[config.mk]
export PLATFORM = sky130hd
export DESIGN_NAME = chunked_adder_sequencer
export DESIGN_NICKNAME = d
export VERILOG_FILES = /design/src/rtl/chunked_adder_sequencer.sv
export SDC_FILE = /design/constraint.sdc
export NUM_CORES = 1
export LEC_CHECK = 0
export CORE_MARGIN = 1
export CORE_UTILIZATION = 25
export CTS_CLUSTER_SIZE = 8
export DETAILED_ROUTE_END_ITERATION = 8
export DONT_BUFFER_PORTS = 1
export GPL_TIMING_DRIVEN = 1
export PLACE_DENSITY_LB_ADDON = 0.3
export SLEW_MARGIN = 20
export SYNTH_ARGS = -nofsm -noshare
export SYNTH_HDL_FRONTEND = slang
export SYNTH_SLANG_ARGS = --single-unit
[constraint.sdc]
create_clock -name clk -period 4.7 [get_ports clk]
set_clock_uncertainty 0.1 [all_clocks]
set_input_delay 0.705 -clock clk [delete_from_list [all_inputs] [get_ports clk]]
set_output_delay 0.705 -clock clk [all_outputs]
set_load 0.1 [all_outputs]
[src/rtl/chunked_adder_sequencer.sv]
`default_nettype none
// ============================================================================
// Module   : chunked_adder_sequencer (with helper ripple_carry_adder)
// Purpose  : W-bit add/subtract computed over W/CHUNK cycles by reusing one
//            CHUNK-bit ripple-carry adder, low chunk first, with the
//            inter-chunk carry held in a register. Valid/ready on both sides.
// Ports    : clk, rst (async, active-high)
//            i_in_valid / o_in_ready   : operand handshake (ready only in IDLE)
//            i_a, i_b, i_sub, i_cin    : operands, subtract select, carry-in
//            o_out_valid / i_out_ready : result handshake (valid only in DONE)
//            o_sum, o_cout, o_overflow : result, carry out, signed overflow
//            o_busy                    : high whenever not IDLE
// Revision : 1.0 - initial release
// ============================================================================

// ----------------------------------------------------------------------------
// ripple_carry_adder : combinational WIDTH-bit adder; overflow is the XOR of
// the carry into and out of the top bit.
// ----------------------------------------------------------------------------
module ripple_carry_adder #(
  parameter int WIDTH = 8
) (
  input  logic [WIDTH-1:0] i_a,
  input  logic [WIDTH-1:0] i_b,
  input  logic             i_cin,
  output logic [WIDTH-1:0] o_sum,
  output logic             o_cout,
  output logic             o_overflow
);

  logic w_c;
  logic w_c_msb;

  // Carry is walked as a variable rather than a vector so the chain does not
  // form a self-referencing net.
  always_comb begin
    w_c     = i_cin;
    w_c_msb = i_cin;
    o_sum   = '0;
    for (int i = 0; i < WIDTH; i++) begin
      if (i == WIDTH - 1) w_c_msb = w_c;
      o_sum[i] = i_a[i] ^ i_b[i] ^ w_c;
      w_c      = (i_a[i] & i_b[i]) | (w_c & (i_a[i] ^ i_b[i]));
    end
    o_cout     = w_c;
    o_overflow = w_c_msb ^ w_c;
  end

endmodule

// ----------------------------------------------------------------------------
// chunked_adder_sequencer : top level
// ----------------------------------------------------------------------------
module chunked_adder_sequencer #(
  parameter int W     = 32,
  parameter int CHUNK = 8
) (
  input  logic         clk,
  input  logic         rst,
  input  logic         i_in_valid,
  output logic         o_in_ready,
  input  logic [W-1:0] i_a,
  input  logic [W-1:0] i_b,
  input  logic         i_sub,
  input  logic         i_cin,
  output logic         o_out_valid,
  input  logic         i_out_ready,
  output logic [W-1:0] o_sum,
  output logic         o_cout,
  output logic         o_overflow,
  output logic         o_busy
);

  localparam int NCHUNK = W / CHUNK;
  localparam int IDXW   = (NCHUNK > 1) ? $clog2(NCHUNK) : 1;
  localparam int OFFW   = (W > 1) ? $clog2(W) : 1;

  if ((CHUNK < 1) || (CHUNK > W) || ((W % CHUNK) != 0)) begin : g_bad_chunk
    $error("chunked_adder_sequencer: CHUNK must divide W and lie in 1..W");
  end

  typedef enum logic [1:0] {
    S_IDLE = 2'd0,
    S_RUN  = 2'd1,
    S_DONE = 2'd2
  } state_t;

  state_t            r_state;
  state_t            w_state_nxt;
  logic              w_accept;
  logic              w_last;

  logic [W-1:0]      r_a;
  logic [W-1:0]      r_b;       // already inverted for subtract
  logic              r_carry;
  logic [IDXW-1:0]   r_idx;
  logic [W-1:0]      r_sum;
  logic              r_cout;
  logic              r_ovf;

  logic [OFFW-1:0]   w_off;
  logic [CHUNK-1:0]  w_chunk_sum;
  logic              w_chunk_cout;
  logic              w_chunk_ovf;

  // Bit offset of the current chunk. When CHUNK==W the constant may truncate
  // to zero in OFFW bits, which is harmless because r_idx is then always 0.
  assign w_off  = OFFW'(r_idx) * OFFW'(CHUNK);
  assign w_last = (r_idx == IDXW'(NCHUNK - 1));

  ripple_carry_adder #(
    .WIDTH (CHUNK)
  ) u_rca (
    .i_a        (r_a[w_off +: CHUNK]),
    .i_b        (r_b[w_off +: CHUNK]),
    .i_cin      (r_carry),
    .o_sum      (w_chunk_sum),
    .o_cout     (w_chunk_cout),
    .o_overflow (w_chunk_ovf)
  );

  // -------------------------------------------------------------- FSM state
  always_ff @(posedge clk or posedge rst) begin
    if (rst) r_state <= S_IDLE;
    else     r_state <= w_state_nxt;
  end

  // ------------------------------------------------- FSM next state / flags
  always_comb begin
    w_state_nxt = r_state;
    w_accept    = 1'b0;
    o_in_ready  = 1'b0;
    o_out_valid = 1'b0;
    o_busy      = 1'b1;
    case (r_state)
      S_IDLE: begin
        o_busy     = 1'b0;
        // Held low while reset is asserted so all outputs read zero then.
        o_in_ready = ~rst;
        if (i_in_valid && !rst) begin
          w_accept    = 1'b1;
          w_state_nxt = S_RUN;
        end
      end
      S_RUN: begin
        if (w_last) w_state_nxt = S_DONE;
      end
      S_DONE: begin
        o_out_valid = 1'b1;
        if (i_out_ready) w_state_nxt = S_IDLE;
      end
      default: begin
        w_state_nxt = S_IDLE;
      end
    endcase
  end

  // --------------------------------------------------------------- datapath
  always_ff @(posedge clk or posedge rst) begin
    if (rst) begin
      r_a     <= '0;
      r_b     <= '0;
      r_carry <= 1'b0;
      r_idx   <= '0;
      r_sum   <= '0;
      r_cout  <= 1'b0;
      r_ovf   <= 1'b0;
    end else begin
      if (w_accept) begin
        r_a     <= i_a;
        r_b     <= i_sub ? ~i_b : i_b;
        r_carry <= i_sub | i_cin;      // subtract forces +1, ignores cin
        r_idx   <= '0;
      end else if (r_state == S_RUN) begin
        r_sum[w_off +: CHUNK] <= w_chunk_sum;
        r_carry               <= w_chunk_cout;
        if (w_last) begin
          r_cout <= w_chunk_cout;
          r_ovf  <= w_chunk_ovf;
          r_idx  <= '0;
        end else begin
          r_idx  <= r_idx + IDXW'(1);
        end
      end
    end
  end

  assign o_sum      = r_sum;
  assign o_cout     = r_cout;
  assign o_overflow = r_ovf;

endmodule
`default_nettype wire

==> results.sh <==
export IMPL_vias=2806
export IMPL_antenna_left=0
export IMPL_hold_violations=0
export IMPL_cts_buffers=9
export IMPL_insertion_delay_ns=0.35
export IMPL_arrival_ns=4.57
export IMPL_use_met1=0.164
export IMPL_top_usage_layer="met2"
export IMPL_globalplace_congestion=0.746
export IMPL_period_minus_slack_ns=4.43
export IMPL_io_buffers=0
export IMPL_endpoint_kind="register"
export IMPL_synthCells=375
export IMPL_ys_top_cells_by_area="dfrtp_1 53%, mux2_2 7.5%, mux4_2 7.5%, xnor2_1 6.0%, o2bb2ai_1 3.6%"
export IMPL_overflow=0
export IMPL_die_w_um=141
export IMPL_start_util=0.257
export IMPL_crit_required_ns=4.84
export IMPL_grt_pass1_wl_um=18300
export IMPL_slew_headroom=0.299
export IMPL_fill_cells=1937
export IMPL_status="finished clean"
export IMPL_fp_dieH_um=141
export IMPL_area_growth_pct=12.5
export IMPL_finalSetupViolCount=0
export IMPL_reg2regPathDepth=12
export IMPL_hp_class="input pin to asynchronous set/reset pin"
export IMPL_rsz0062_at_grt="false"
export IMPL_synth_seq_cells=103
export IMPL_yosys_area_top_type_share=0.533
export IMPL_cp_max_fo=4
export IMPL_drv_slew=0
export IMPL_timing_final_crit_share=0.943
export IMPL_drt_total_wl_um=11400
export IMPL_io_pins=107
export IMPL_synth_area_per_cell_um2=12.9
export IMPL_drive_above_1_share=0.227
export IMPL_yosys_warnings=0
export IMPL_cts_root_buf="clkbuf_16"
export IMPL_numClockSinks=103
export IMPL_vias_per_cell=4.43
export IMPL_synthArstFlopShare=1.00
export IMPL_htreeDepth=3
export IMPL_syn_num_nets=459
export IMPL_grt_pass1_vias=3024
export IMPL_clkTransAtPathRegs_ns=0.07
export IMPL_gr_usage_met2=0.188
export IMPL_seq_area_frac_synth=0.533
export IMPL_maxCapViolations=0
export IMPL_grt_max_degree=102
export IMPL_cts_tree="yes"
export IMPL_use_met3=0.0442
export IMPL_wl_per_cell_um=17.9
export IMPL_drt_pass1_iterations=4
export IMPL_nets=454
export IMPL_finalSetupTns_ns=0
export IMPL_core_region_area_um2=18800
export IMPL_drt_iter0_markers=188
export IMPL_n_antenna_cell=0
export IMPL_post_synth_num_cell_types=37
export IMPL_clock_path_buffers=2
export IMPL_crit_type="register to register"
export IMPL_synthFlopType="dfrtp_1"
export IMPL_tightest_slew_ns=1.05
export IMPL_critPathLaunchType="register"
export IMPL_cts_hold_buffers=0
export IMPL_post_cts_buffers=0
export IMPL_row_count=50
export IMPL_synth_area_um2=4830
export IMPL_drc_errors=0
export IMPL_grt_total_usage=0.124
export IMPL_die_area_um2=19900
export IMPL_antenna_found_initial=0
export IMPL_cts_repair_resized=0
export IMPL_synth_top_area_cell="dfrtp_1"
export IMPL_post_dp_hpwl_um=8450
export IMPL_synth_edff_count=0
export IMPL_fmax_mhz=226
[metrics by stage]
stage / util / hold slack (ns) / instances / setup slack (ns) / area (um2)
2_1_floorplan: - / 0.353 / 375 / 0.189 / 4830
3_3_place_gp: 0.271 / 0.377 / 619 / 0.356 / 5100
3_5_place_dp: 0.271 / 0.382 / 619 / 0.262 / 5100
4_1_cts: 0.289 / 0.333 / 634 / 0.243 / 5440
5_1_grt: 0.289 / 0.371 / 634 / 0.0612 / 5440
6_report: 0.289 / 0.310 / 634 / 0.270 / 5440
[layout make-up]
cell class	count	area, um2	share of cell area
well taps	260	325	0.0598
clock inverters	6	118	0.0216
multi-input cells	231	2080	0.382
flip-flops and latches	103	2580	0.474
inverters	19	73.8	0.0136
repair buffers	6	45.0	0.00828
clock buffers	9	225	0.0414
[path summary, 6_finish.rpt]
check,startpoint,endpoint,slack [ns]
worst max-delay path,r_idx[0],o_sum[23],0.27
worst min-delay path,rst,r_b[4],0.31
worst max register to register,r_idx[0],o_sum[23],0.27
worst min register to register,r_a[2],r_a[2],0.40
max in group asynchronous,rst,r_a[7],3.20
min in group clk,i_a[2],r_a[2],0.38
[cells in the final DEF (no fill, tap or decap), drive strengths merged, types with 2 or more instances in the layout]
| cell type | n |
|---|---|
| a21oi | 32 |
| nand2 | 16 |
| xnor2 | 33 |
| a22o | 4 |
| o21ai | 10 |
| o31ai | 2 |
| ha | 6 |
| mux4 | 16 |
| mux2 | 33 |
| bufinv | 3 |
| nor2 | 33 |
| dfrtp | 103 |
| clkbuf | 9 |
| inv | 21 |
| nand2b | 2 |
| fa | 8 |
| nand3b | 3 |
| buf | 6 |
| o2bb2ai | 20 |
[flip-flops by register name (all words and copies together) (netlist names)]
register and flops:
r_state 2, o_cout 1, r_a 32, r_carry 1, r_b 32, o_sum 32
r_idx 2, o_overflow 1
[worst max-delay path: stages, from the launching register on]
cell	delay, ns
dfrtp_1	0.43
mux4_2	0.35
inv_1	0.05
fa_1	0.41
fa_1	0.39
fa_1	0.39
fa_1	0.40
fa_1	0.40
fa_1	0.38
inv_1	0.08
fa_1	0.23
fa_1	0.48
a22o_1	0.22
[kinds of logic after synthesis]
logic type               Yosys count  synth area share
AND/OR/NAND/NOR                   65            0.0676
flip-flops                       103             0.533
buffers and inverters             41            0.0399
XOR/XNOR                          33            0.0598
multiplexers                      49             0.151
AO/OA/AOI/OAI                     70            0.0996
adder cells (fa/ha/maj)           14            0.0487
[synthesized netlist by cell type (3+ instances only)]
cell and n:
nand2_1 16, a21oi_1 32, a22o_1 4, buf_4 3
buf_2 16, nor2_1 33, o21ai_2 8, xnor2_1 33
fa_1 8, dfrtp_1 103, mux2_2 32, mux4_2 16
ha_1 6, inv_1 19, o2bb2ai_1 20
[layer usage]
| metal | up-vias | wire [um] | share of wire |
|---|---|---|---|
| met5 | - | 0 | 0 |
| met4 | 0 | 154 | 0.014 |
| met3 | 12 | 829 | 0.073 |
| met2 | 96 | 5320 | 0.47 |
| met1 | 1403 | 5070 | 0.45 |
| li1 | 1295 | - | - |
Power is not shown: default switching activity piles up to over one toggle a cycle in this logic, so the estimate is an artifact.
